<file path="config.mk">
export PLATFORM = sky130hd
export DESIGN_NAME = br_flow_deserializer_multichannel
export DESIGN_NICKNAME = d
export VERILOG_FILES = /design/src/rtl/br_flow_deserializer_multichannel.sv
export SDC_FILE = /design/constraint.sdc
export NUM_CORES = 1
export LEC_CHECK = 0
export BUFFER_PORTS_ARGS = -buffer_cell sky130_fd_sc_hd__buf_2
export CAP_MARGIN = 0
export CORE_ASPECT_RATIO = 0.7
export CORE_MARGIN = 2
export CORE_UTILIZATION = 50
export CTS_CLUSTER_SIZE = 40
export DETAILED_ROUTE_END_ITERATION = 8
export PLACE_DENSITY = 0.68
export SLEW_MARGIN = 20
export SYNTH_ARGS = -nofsm -noshare
export SYNTH_HDL_FRONTEND = slang
export SYNTH_SLANG_ARGS = --single-unit
</file>
<file path="constraint.sdc">
create_clock -name clk -period 6.9 [get_ports clk]
set_input_delay 2.07 -clock clk [delete_from_list [all_inputs] [get_ports clk]]
set_output_delay 2.07 -clock clk [all_outputs]
set_load 0.1 [all_outputs]
</file>
<file path="src/rtl/br_flow_deserializer_multichannel.sv">
// ============================================================================
// Module   : br_flow_deserializer_multichannel
// Purpose  : Per-channel narrow-to-wide flit assembly with round-robin drain.
// Revision : 1.0 - initial release
// ============================================================================
`default_nettype none

module br_flow_deserializer_multichannel #(
  parameter int NumChannels                     = 2,
  parameter int PushWidth                       = 8,
  parameter int PopWidth                        = 32,
  parameter int MetadataWidth                   = 1,
  parameter bit DeserializeMostSignificantFirst = 1'b1,
  parameter bit EnableAssertFinalNotValid       = 1'b1,
  localparam int RATIO     = PopWidth / PushWidth,
  localparam int CNT_WIDTH = (RATIO > 1) ? $clog2(RATIO) : 1,
  localparam int CH_WIDTH  = (NumChannels > 1) ? $clog2(NumChannels) : 1
) (
  input  logic                     clk,
  input  logic                     rst,
  output logic                     push_ready,
  input  logic                     push_valid,
  input  logic [CH_WIDTH-1:0]      push_channel,
  input  logic [PushWidth-1:0]     push_data,
  input  logic                     push_last,
  input  logic [MetadataWidth-1:0] push_metadata,
  input  logic                     pop_ready,
  output logic                     pop_valid,
  output logic [CH_WIDTH-1:0]      pop_channel,
  output logic [PopWidth-1:0]      pop_data,
  output logic                     pop_last,
  output logic [CNT_WIDTH-1:0]     pop_last_dont_care_count,
  output logic [MetadataWidth-1:0] pop_metadata
);

  logic [CNT_WIDTH-1:0]     cnt_q       [NumChannels];
  logic [CNT_WIDTH-1:0]     cnt_d       [NumChannels];
  logic [PopWidth-1:0]      asm_q       [NumChannels];
  logic [PopWidth-1:0]      asm_d       [NumChannels];
  logic [MetadataWidth-1:0] meta_q      [NumChannels];
  logic [MetadataWidth-1:0] meta_d      [NumChannels];
  logic [NumChannels-1:0]   slot_valid_q, slot_valid_d;
  logic [PopWidth-1:0]      slot_data_q [NumChannels];
  logic [PopWidth-1:0]      slot_data_d [NumChannels];
  logic                     slot_last_q [NumChannels];
  logic                     slot_last_d [NumChannels];
  logic [CNT_WIDTH-1:0]     slot_dc_q   [NumChannels];
  logic [CNT_WIDTH-1:0]     slot_dc_d   [NumChannels];
  logic [MetadataWidth-1:0] slot_meta_q [NumChannels];
  logic [MetadataWidth-1:0] slot_meta_d [NumChannels];
  logic [CH_WIDTH-1:0]      ptr_q, ptr_d;
  logic                     lock_q, lock_d;
  logic [CH_WIDTH-1:0]      lock_gnt_q, lock_gnt_d;

  logic [CNT_WIDTH-1:0]     w_cnt;
  logic [CNT_WIDTH-1:0]     w_pos;
  logic                     w_is_final;
  logic [PopWidth-1:0]      w_merged;
  logic [MetadataWidth-1:0] w_meta;
  logic [CH_WIDTH-1:0]      w_idx;
  logic [CH_WIDTH-1:0]      w_rr_gnt;
  logic                     w_found;
  logic [CH_WIDTH-1:0]      w_gnt;
  logic                     w_pop_fire;
  logic                     w_push_fire;

  // Round-robin pick; a stalled grant stays locked so the pop outputs hold.
  always_comb begin
    w_rr_gnt = '0;
    w_found  = 1'b0;
    w_idx    = '0;
    for (int i = 0; i < NumChannels; i++) begin
      w_idx = CH_WIDTH'((int'(ptr_q) + i) % NumChannels);
      if (!w_found && slot_valid_q[w_idx]) begin
        w_found  = 1'b1;
        w_rr_gnt = w_idx;
      end
    end
    w_gnt = lock_q ? lock_gnt_q : w_rr_gnt;
  end

  assign pop_valid                = |slot_valid_q;
  assign pop_channel              = w_gnt;
  assign pop_data                 = slot_data_q[w_gnt];
  assign pop_last                 = slot_last_q[w_gnt];
  assign pop_last_dont_care_count = slot_dc_q[w_gnt];
  assign pop_metadata             = slot_meta_q[w_gnt];
  assign w_pop_fire               = pop_valid && pop_ready;
  assign w_push_fire              = push_valid && push_ready;

  // Assembly of the addressed channel; untouched slots of asm stay zero.
  always_comb begin
    w_cnt      = cnt_q[push_channel];
    w_is_final = push_last || (w_cnt == CNT_WIDTH'(RATIO - 1));
    w_pos      = DeserializeMostSignificantFirst ? (CNT_WIDTH'(RATIO - 1) - w_cnt) : w_cnt;
    w_merged   = asm_q[push_channel];
    for (int k = 0; k < RATIO; k++) begin
      if (w_pos == CNT_WIDTH'(k)) w_merged[k*PushWidth +: PushWidth] = push_data;
    end
    w_meta     = (w_cnt == '0) ? push_metadata : meta_q[push_channel];
    push_ready = !rst && !(w_is_final && slot_valid_q[push_channel] &&
                           !(w_pop_fire && (w_gnt == push_channel)));
  end

  always_comb begin
    cnt_d        = cnt_q;
    asm_d        = asm_q;
    meta_d       = meta_q;
    slot_valid_d = slot_valid_q;
    slot_data_d  = slot_data_q;
    slot_last_d  = slot_last_q;
    slot_dc_d    = slot_dc_q;
    slot_meta_d  = slot_meta_q;
    ptr_d        = ptr_q;
    lock_d       = pop_valid && !pop_ready;
    lock_gnt_d   = w_gnt;

    if (w_pop_fire) begin
      slot_valid_d[w_gnt] = 1'b0;
      ptr_d = (w_gnt == CH_WIDTH'(NumChannels - 1)) ? '0 : w_gnt + CH_WIDTH'(1);
    end

    // Refill is applied after the pop clear so a same-cycle refill wins.
    if (w_push_fire) begin
      meta_d[push_channel] = w_meta;
      if (w_is_final) begin
        slot_valid_d[push_channel] = 1'b1;
        slot_data_d[push_channel]  = w_merged;
        slot_last_d[push_channel]  = push_last;
        slot_dc_d[push_channel]    = CNT_WIDTH'(RATIO - 1) - w_cnt;
        slot_meta_d[push_channel]  = w_meta;
        cnt_d[push_channel]        = '0;
        asm_d[push_channel]        = '0;
      end else begin
        asm_d[push_channel] = w_merged;
        cnt_d[push_channel] = w_cnt + CNT_WIDTH'(1);
      end
    end
  end

  always_ff @(posedge clk) begin
    if (rst) begin
      for (int c = 0; c < NumChannels; c++) begin
        cnt_q[c]       <= '0;
        asm_q[c]       <= '0;
        meta_q[c]      <= '0;
        slot_data_q[c] <= '0;
        slot_last_q[c] <= 1'b0;
        slot_dc_q[c]   <= '0;
        slot_meta_q[c] <= '0;
      end
      slot_valid_q <= '0;
      ptr_q        <= '0;
      lock_q       <= 1'b0;
      lock_gnt_q   <= '0;
    end else begin
      cnt_q        <= cnt_d;
      asm_q        <= asm_d;
      meta_q       <= meta_d;
      slot_valid_q <= slot_valid_d;
      slot_data_q  <= slot_data_d;
      slot_last_q  <= slot_last_d;
      slot_dc_q    <= slot_dc_d;
      slot_meta_q  <= slot_meta_d;
      ptr_q        <= ptr_d;
      lock_q       <= lock_d;
      lock_gnt_q   <= lock_gnt_d;
    end
  end

`ifndef SYNTHESIS
  a_channel_range: assert property (@(posedge clk) disable iff (rst)
    push_valid |-> (int'(push_channel) < NumChannels));
  a_push_stable: assert property (@(posedge clk) disable iff (rst)
    (push_valid && !push_ready) |=> (push_valid && $stable(push_channel) &&
      $stable(push_data) && $stable(push_last) && $stable(push_metadata)));
  a_dont_care_zero: assert property (@(posedge clk) disable iff (rst)
    (pop_valid && !pop_last) |-> (pop_last_dont_care_count == '0));
  final begin
    if (EnableAssertFinalNotValid) assert (!pop_valid);
  end
`endif

endmodule

`default_nettype wire
</file>
==> results.json, run 1 <==
{
  "worstMarginPinSlew_ns": 0.9193,
  "powerDensity_nw_per_um2": 254.9,
  "cts.repair.resized": 0,
  "clk_latency_ns": 0.43,
  "clock_path_buffers": 2,
  "setup_ws_ns": 0.8708,
  "cts_setup_buffers": 0,
  "start_kind": "input pin",
  "synthMuxAreaShare_pct": 19.01,
  "die_w_um": 144.7,
  "cp-end-kind": "output port",
  "status": "finished, final reports clean",
  "cts_buffers": 17,
  "avgRoutedWirePerCell_um": 18.94,
  "setup_viol": 0,
  "yosysSeqAreaShare_pct": 42.46,
  "hold_buffers": 0,
  "synth-main-ff-cell": "dfxtp_1",
  "synth.distinct_cells": 52,
  "core_area_um2": 13360,
  "holdWs_ns": 0.4541,
  "ant_nets": 0,
  "wl_um": 18980,
  "rsz0062_at_grt": "no",
  "drt_first_pass_iters": 5,
  "drive_above_1_share_pct": 18.36,
  "syn_inst": 789,
  "port_buffers": 53,
  "yosys_warnings": 0,
  "yosys.area.top_type_share_pct": 42.46,
  "hold_viol": 0,
  "dp_hpwl_um": 11630,
  "drc": 0,
  "rows": 35,
  "post-place-ws_ns": 0.8663,
  "die_area_um2": 14830,
  "fmaxAchievable_mhz": 165.9,
  "synth.most_common_cell": "dfxtp_1",
  "cts_sinks": 147,
  "ir_worst_vdd_mv": 0.1730,
  "finalNetCount": 823,
  "syn_nets": 808,
  "synthXorXnorAreaFrac_pct": 0.1264,
  "fin_skew_ns": 0.007695,
  "grt_usage_pct": 26.87,
  "yosys.area_share.simple_pct": 15.89,
  "vias_per_cell": 5.937,
  "initial_utilization_pct": 51.89,
  "ys_async_sr_fraction_pct": 0,
  "required_ns": 4.83,
  "cts_tree": "built",
  "yosys.area_share.adder_pct": 0.7222,
  "min_period_ns": 6.029,
  "path_clk_slew_ns": 0.06,
  "ioPinCount": 54,
  "die_h_um": 102.5,
  "antenna_cells": 0,
  "cp.arrival_ns": 3.96,
  "area_delta_synth_final_pct": 12.24,
  "relSlewSlack_pct": 38.57,
  "antenna_found_initial": 0,
  "grt_pass1_wl_um": 30580,
  "synth-edff-count": 0,
  "final_max_slew_viol_count": 0,
  "hold_path.class": "flip-flop to flip-flop",
  "synthTopCellsByCount": "147 x dfxtp_1, 128 x nand2_1, 104 x o21ai_0, 90 x mux2i_1",
  "p_leak_nw": 2.881,
  "grt.overflow.total": 0,
  "gp_congestion": 0.7971,
  "synth_seq_cells": 147,
  "tns_ns": 0,
  "finalCritPeriodShare_pct": 87.38,
  "cts-root-buf": "clkbuf_16",
  "yosysTopAreaCell": "dfxtp_1",
  "synth_area_um2": 6930,
  "critPathMaxFanout": 18,
  "num_vias": 5949,
  "cts.htree.levels": 4,
  "grt_pass1_vias": 5887,
  "post-route-util_pct": 58.24,
  "max_cap_viol_count": 0,
  "first_iter_violations": 488,
  "n_fill_cell": 1133,
  "synth_top_family_by_area": "multiplexers",
  "synth_compound_area_share_pct": 15.15,
  "grt_max_degree": 69,
  "syn_avg_cell_area_um2": 8.784,
  "path_class": "input pin to output port",
  "synth_area_leaders": "dfxtp_1 42%, mux2i_1 13%, o21ai_0 7.5%"
}
## worst paths after layout
path	startpoint	to	slack [ns]	cells after the start
setup / recovery	push_channel	push_ready	0.87	8
hold / removal	asm_q[47]	asm_q[47]	0.45	2
setup reg to reg	cnt_q[1]	asm_q[51]	4.10	8
hold reg to reg	asm_q[47]	asm_q[47]	0.45	2
## layout by cell type (no fill, tap or decap), types with 2 or more instances in the layout
master      synthesis  layout
nand4_1             9       9
clkinvlp_4          0       2
a21oi_1            70      70
dfxtp_1           147     147
clkbuf_8            0       6
clkbuf_16           0      17
nand2_1           128     128
mux2i_1            90      90
nor2_1              3       3
inv_1               4       4
or3_1               2       2
nand3_1            70      70
buf_4               4      15
bufinv_16           0       3
o21ai_0           104     104
nor3b_1             9       9
o21ai_1             7       6
nor2b_1             2       2
clkbuf_1           30       2
mux2_2             37      37
ha_1                4       4
nor2_2              2       2
buf_2              19      52
## metrics by stage
step	cell area [um^2]	total power [mW]	std cells
2_1_floorplan	6937	0.9873	789
3_3_place_gp	7144	1.017	970
3_5_place_dp	7144	1.020	970
4_1_cts	7779	1.987	1002
5_1_grt	7779	2.040	1002
6_report	7779	1.983	1002
## power breakdown
group | internal (mW) | switching [mW] | leakage [nW] | total (mW)
sequential | 0.857 | 0.00472 | 1.19 | 0.862
clock | 0.627 | 0.353 | 0.306 | 0.980
combinational | 0.0362 | 0.106 | 1.39 | 0.142
## sequential cells by signal, summed over array words and instances, names as in the netlist, 2 cells and up
register,cells
asm_q,64
cnt_q,4
meta_q,2
slot_data_q,64
slot_dc_q,4
slot_last_q,2
slot_meta_q,2
slot_valid_q,2
## per-layer routing
layer  GRT usage (%)  wire [um]  vias up
met1           35.43       8749     2893
li1                -          -     2802
met3           5.852       1214       34
met4           8.663        348        0
met5               0          0        -
met2           44.48       8664      220
## cell families after synthesis
logic type | count (synthesis)
compound gates | 196
xor+xnor | 1
fa+ha+maj | 4
buf+inv | 77
flops | 147
mux | 127
simple gates | 237
## worst max-delay path, cell delays in order
cell and delay, ns:
buf_2 0.39, mux2i_1 0.48, inv_1 0.14, ha_1 0.25, nor2_2 0.12, nor2_1 0.11, o2bb2ai_2 0.18, buf_12 0.19
## final cells by class
type | count | area (um^2) | share of cell area (%)
multi-input combinational | 565 | 3558 | 45.75
sequential | 147 | 2943 | 37.83
clock buffer | 25 | 515.5 | 6.627
timing repair buffer | 68 | 392.9 | 5.051
tap | 185 | 231.5 | 2.976
clock inverter | 7 | 118.9 | 1.528
inverter | 5 | 18.77 | 0.2413
(Power assumes the default switching activity.)
==> inputs of run 2 (changes only) <==
--- a/config.mk
+++ b/config.mk
@@ -12,7 +12,7 @@
 export CORE_UTILIZATION = 50
 export CTS_CLUSTER_SIZE = 40
 export DETAILED_ROUTE_END_ITERATION = 8
-export PLACE_DENSITY = 0.68
+export PLACE_DENSITY = 0.7
 export SLEW_MARGIN = 20
 export SYNTH_ARGS = -nofsm -noshare
 export SYNTH_HDL_FRONTEND = slang
==> results.json, run 2 (synthesized netlist as in run 1, its figures left out) <==
{
  "fmaxAchievable_mhz": 176.0,
  "largestRegisters": "asm_q x64, slot_data_q x64",
  "core_area_um2": 13360,
  "initial_utilization_pct": 51.89,
  "die_area_um2": 14830,
  "critPathMaxStageDelay_ns": 0.41,
  "drive_above_1_share_pct": 18.40,
  "relSlewSlack_pct": 26.37,
  "cts_buffers": 17,
  "cts_tree": "built",
  "rows": 35,
  "cts-root-buf": "clkbuf_16",
  "n_fill_cell": 1163,
  "cts.repair.resized": 0,
  "required_ns": 4.83,
  "cp-end-kind": "output port",
  "grt_max_degree": 58,
  "worstMarginPinSlew_ns": 1.102,
  "grt.overflow.total": 0,
  "holdWs_ns": 0.4571,
  "area_delta_synth_final_pct": 11.43,
  "setup_ws_ns": 1.218,
  "antenna_found_initial": 0,
  "finalCritPeriodShare_pct": 82.34,
  "ant_nets": 0,
  "post-place-ws_ns": 1.237,
  "crit_chain": "buf_2 > mux2_2 > ha_1 > nor2_2 > nor2_1 > o2bb2ai_2 > buf_12",
  "avgRoutedWirePerCell_um": 19.71,
  "grt_pass1_wl_um": 31220,
  "cp.arrival_ns": 3.61,
  "critPathMaxFanout": 13,
  "clk_latency_ns": 0.41,
  "dp_hpwl_um": 11640,
  "hold_viol": 0,
  "port_buffers": 53,
  "setup_viol": 0,
  "drc": 0,
  "clock_path_buffers": 2,
  "r2r_end": "slot_meta_q[0]",
  "hold_path.class": "flip-flop to flip-flop",
  "whs_path_depth": 2,
  "slowest_stage": "mux2_2",
  "vias_per_cell": 6.033,
  "start_kind": "input pin",
  "cp.depth": 7,
  "final_cell_mix": "147 x dfxtp_1, 128 x nand2_1, 104 x o21ai_0",
  "rsz0062_at_grt": "no",
  "layout_commonest_cell": "dfxtp_1",
  "ioPinCount": 54,
  "p_leak_nw": 2.849,
  "fin_skew_ns": 0.009805,
  "num_vias": 6033,
  "min_period_ns": 5.682,
  "cts_sinks": 147,
  "drt_first_pass_iters": 5,
  "met3_usage_pct": 6.038,
  "final_max_slew_viol_count": 0,
  "critPathTopFamily": "buffers and inverters",
  "die_h_um": 102.5,
  "gp_congestion": 0.7985,
  "tns_ns": 0,
  "finalNetCount": 822,
  "reg2reg_from": "cnt_q[0]",
  "r2r_slack_ns": 4.38,
  "max_cap_viol_count": 0,
  "ir_worst_vdd_mv": 0.2298,
  "post-route-util_pct": 57.82,
  "use_met2_pct": 45.10,
  "grt_usage_pct": 27.35,
  "grt_pass1_vias": 6065,
  "top_usage_layer": "met2",
  "hp-start": "asm_q[11]",
  "worstRegToRegCells": 7,
  "status": "finished, final reports clean",
  "die_w_um": 144.7,
  "wl_um": 19710,
  "path_class": "input pin to output port",
  "cp_num_buf_inv": 2,
  "path_clk_slew_ns": 0.06,
  "cts_setup_buffers": 0,
  "first_iter_violations": 399,
  "hold_buffers": 0,
  "antenna_cells": 0,
  "hold_path_end": "asm_q[11]",
  "cts.htree.levels": 4,
  "powerDensity_nw_per_um2": 247.4,
  "grtUsageMet1_pct": 35.70
}
[run 2: changes by cell type in the layout (fill, tap and decap cells not counted), sizes merged]
cell / before / now
clkinvlp: 2 / 3
clkbuf: 25 / 18
clkinv: 2 / 6
bufinv: 3 / 2
buf: 68 / 67
inv: 5 / 7
[run 2: area by class of cell]
cell class              instances  area, um^2  area share [%]
repair buffers                 67       385.4           4.990
clock buffers                  18       439.2           5.687
inverters                       5       18.77          0.2430
flip-flops and latches        147        2943           38.11
multi-input cells             565        3571           46.24
well taps                     185       231.5           2.997
clock inverters                13       133.9           1.734
[run 2: tightest hold or removal path, stage by stage (launching register included)]
cell     delay, ns
dfxtp_1       0.31
nand2_1       0.05
mux2i_1       0.05
[run 2: report_power, final]
part / internal (mW) / total (mW) / switching, mW / leakage (nW)
clock: 0.539 / 0.906 / 0.367 / 0.278
sequential: 0.857 / 0.862 / 0.00503 / 1.19
combinational: 0.0360 / 0.143 / 0.107 / 1.38
total: 1.43 / 1.91 / 0.479 / 2.85
[run 2: per-stage QoR]
stage / power, mW / cells / area (um^2)
after detailed placement: 1.020 / 969 / 7149
after floorplan: 0.9873 / 789 / 6937
final: 1.911 / 1000 / 7722
after global placement: 1.016 / 969 / 7144
after CTS: 1.912 / 1000 / 7722
after global routing: 1.961 / 1000 / 7722
[run 2: worst max path at each step]
| stage | endpoint | from | slack, ns |
|---|---|---|---|
| floorplan | push_ready | push_channel | 0.39 |
| global placement | push_ready | push_channel | 1.29 |
| detailed placement | push_ready | push_channel | 1.24 |
| CTS | push_ready | push_channel | 1.23 |
| global route | push_ready | push_channel | 1.12 |
| finish | push_ready | push_channel | 1.22 |
[run 2: layer usage]
metal  part of all wire [%]  vias up
met1                     44     2929
met4                    1.8        0
met3                    7.5       34
li1                       -     2794
met5                      0        -
met2                     46      276
==> inputs of run 3 (changes only) <==
--- a/config.mk
+++ b/config.mk
@@ -12,7 +12,7 @@
 export CORE_UTILIZATION = 50
 export CTS_CLUSTER_SIZE = 40
 export DETAILED_ROUTE_END_ITERATION = 8
-export PLACE_DENSITY = 0.7
+export PLACE_DENSITY = 0.73
 export SLEW_MARGIN = 20
 export SYNTH_ARGS = -nofsm -noshare
 export SYNTH_HDL_FRONTEND = slang
==> constraint.sdc (replaced) <==
create_clock -name clk -period 5 [get_ports clk]
set_input_delay 1.5 -clock clk [delete_from_list [all_inputs] [get_ports clk]]
set_output_delay 1.5 -clock clk [all_outputs]
set_load 0.1 [all_outputs]
==> results.json, run 3 (synthesized netlist as in run 1, its figures left out) <==
{
  "rows": 35,
  "hold_path.class": "flip-flop to flip-flop",
  "final_cell_mix": "147 x dfxtp_1, 128 x nand2_1, 104 x o21ai_0",
  "path_class": "input pin to output port",
  "start_kind": "input pin",
  "ir_worst_vdd_mv": 0.2629,
  "finalNetCount": 824,
  "powerDensity_nw_per_um2": 344.0,
  "die_w_um": 144.7,
  "status": "finished, final reports clean",
  "drt_first_pass_iters": 5,
  "num_vias": 5758,
  "first_iter_violations": 409,
  "p_leak_nw": 2.876,
  "cts_tree": "built",
  "relSlewSlack_pct": 32.47,
  "antenna_found_initial": 0,
  "ioPinCount": 54,
  "antenna_cells": 0,
  "rsz0062_at_grt": "no",
  "gp_congestion": 0.7758,
  "total_power_mw": 2.675,
  "max_cap_viol_count": 0,
  "dp_hpwl_um": 10890,
  "cts.htree.levels": 4,
  "drive_above_1_share_pct": 18.46,
  "final_max_slew_viol_count": 0,
  "port_buffers": 53,
  "largestRegisters": "asm_q x64, slot_data_q x64",
  "die_area_um2": 14830,
  "cts_setup_buffers": 0,
  "drc": 0,
  "grt_pass1_wl_um": 28800,
  "cts-root-buf": "clkbuf_16",
  "setup_viol": 0,
  "grt_pass1_vias": 5522,
  "post-route-util_pct": 58.22,
  "required_ns": 3.50,
  "grt.overflow.total": 0,
  "cts_buffers": 17,
  "ant_nets": 0,
  "die_h_um": 102.5,
  "fin_skew_ns": 0.007418,
  "area_delta_synth_final_pct": 12.20,
  "clk_latency_ns": 0.42,
  "avgRoutedWirePerCell_um": 18.02,
  "clock_path_buffers": 2,
  "tns_ns": 0,
  "min_period_ns": 4.550,
  "cts.repair.resized": 0,
  "wl_um": 18080,
  "grt_max_degree": 60,
  "cp.arrival_ns": 3.05,
  "path_clk_slew_ns": 0.06,
  "initial_utilization_pct": 51.89,
  "cts_sinks": 147,
  "core_area_um2": 13360,
  "worstMarginPinSlew_ns": 1.009,
  "grt_usage_pct": 25.34,
  "critPathMaxFanout": 11,
  "hold_viol": 0,
  "hold_buffers": 0,
  "finalCritPeriodShare_pct": 91.01,
  "layout_commonest_cell": "dfxtp_1",
  "vias_per_cell": 5.741,
  "cp-end-kind": "output port",
  "fmaxAchievable_mhz": 219.8,
  "holdWs_ns": 0.4558
}
-- run 3: per-stage QoR --
step | instances | cell area (um^2) | setup slack, ns
after floorplan | 789 | 6958 | 0.04974
after global placement | 971 | 7181 | 0.5249
after detailed placement | 971 | 7181 | 0.4599
after CTS | 1003 | 7776 | 0.4638
after global routing | 1003 | 7776 | 0.3812
final | 1003 | 7776 | 0.4496
-- run 3: final timing paths --
kind                      from               to  slack [ns]  depth (start not counted)
setup reg to reg      cnt_q[1]  slot_data_q[41]        2.33                          9
hold / removal        asm_q[8]         asm_q[8]        0.46                          2
setup / recovery  push_channel       push_ready        0.45                          8
hold reg to reg       asm_q[8]         asm_q[8]        0.46                          2
-- run 3: area by class of cell --
cell class / count / area [um^2]
inverter: 5 / 18.77
clock buffer: 22 / 464.2
timing repair buffer: 69 / 400.4
sequential: 147 / 2943
fill: 1181 / 5580
multi-input combinational: 565 / 3587
clock inverter: 10 / 131.4
tap: 185 / 231.5
-- run 3: layer usage --
metal / vias to the layer above / wire length, um / track usage (%)
met4: 0 / 266 / 8.514
li1: 2806 / - / -
met2: 238 / 7593 / 37.88
met5: - / 0 / 0
met1: 2685 / 8724 / 35.91
met3: 29 / 1490 / 6.595
-- run 3: worst max-delay path: stages --
cell       delay, ns
buf_2           0.22
mux2i_2         0.39
inv_1           0.12
ha_1            0.26
nor2_4          0.09
nor2_1          0.10
o2bb2ai_4       0.18
buf_12          0.19
-- run 3: report_power, final --
part	internal, mW	leakage [nW]	switching, mW
Clock	0.807	0.294	0.484
Sequential	1.18	1.19	0.00674
Combinational	0.0515	1.40	0.143
Total	2.04	2.88	0.634
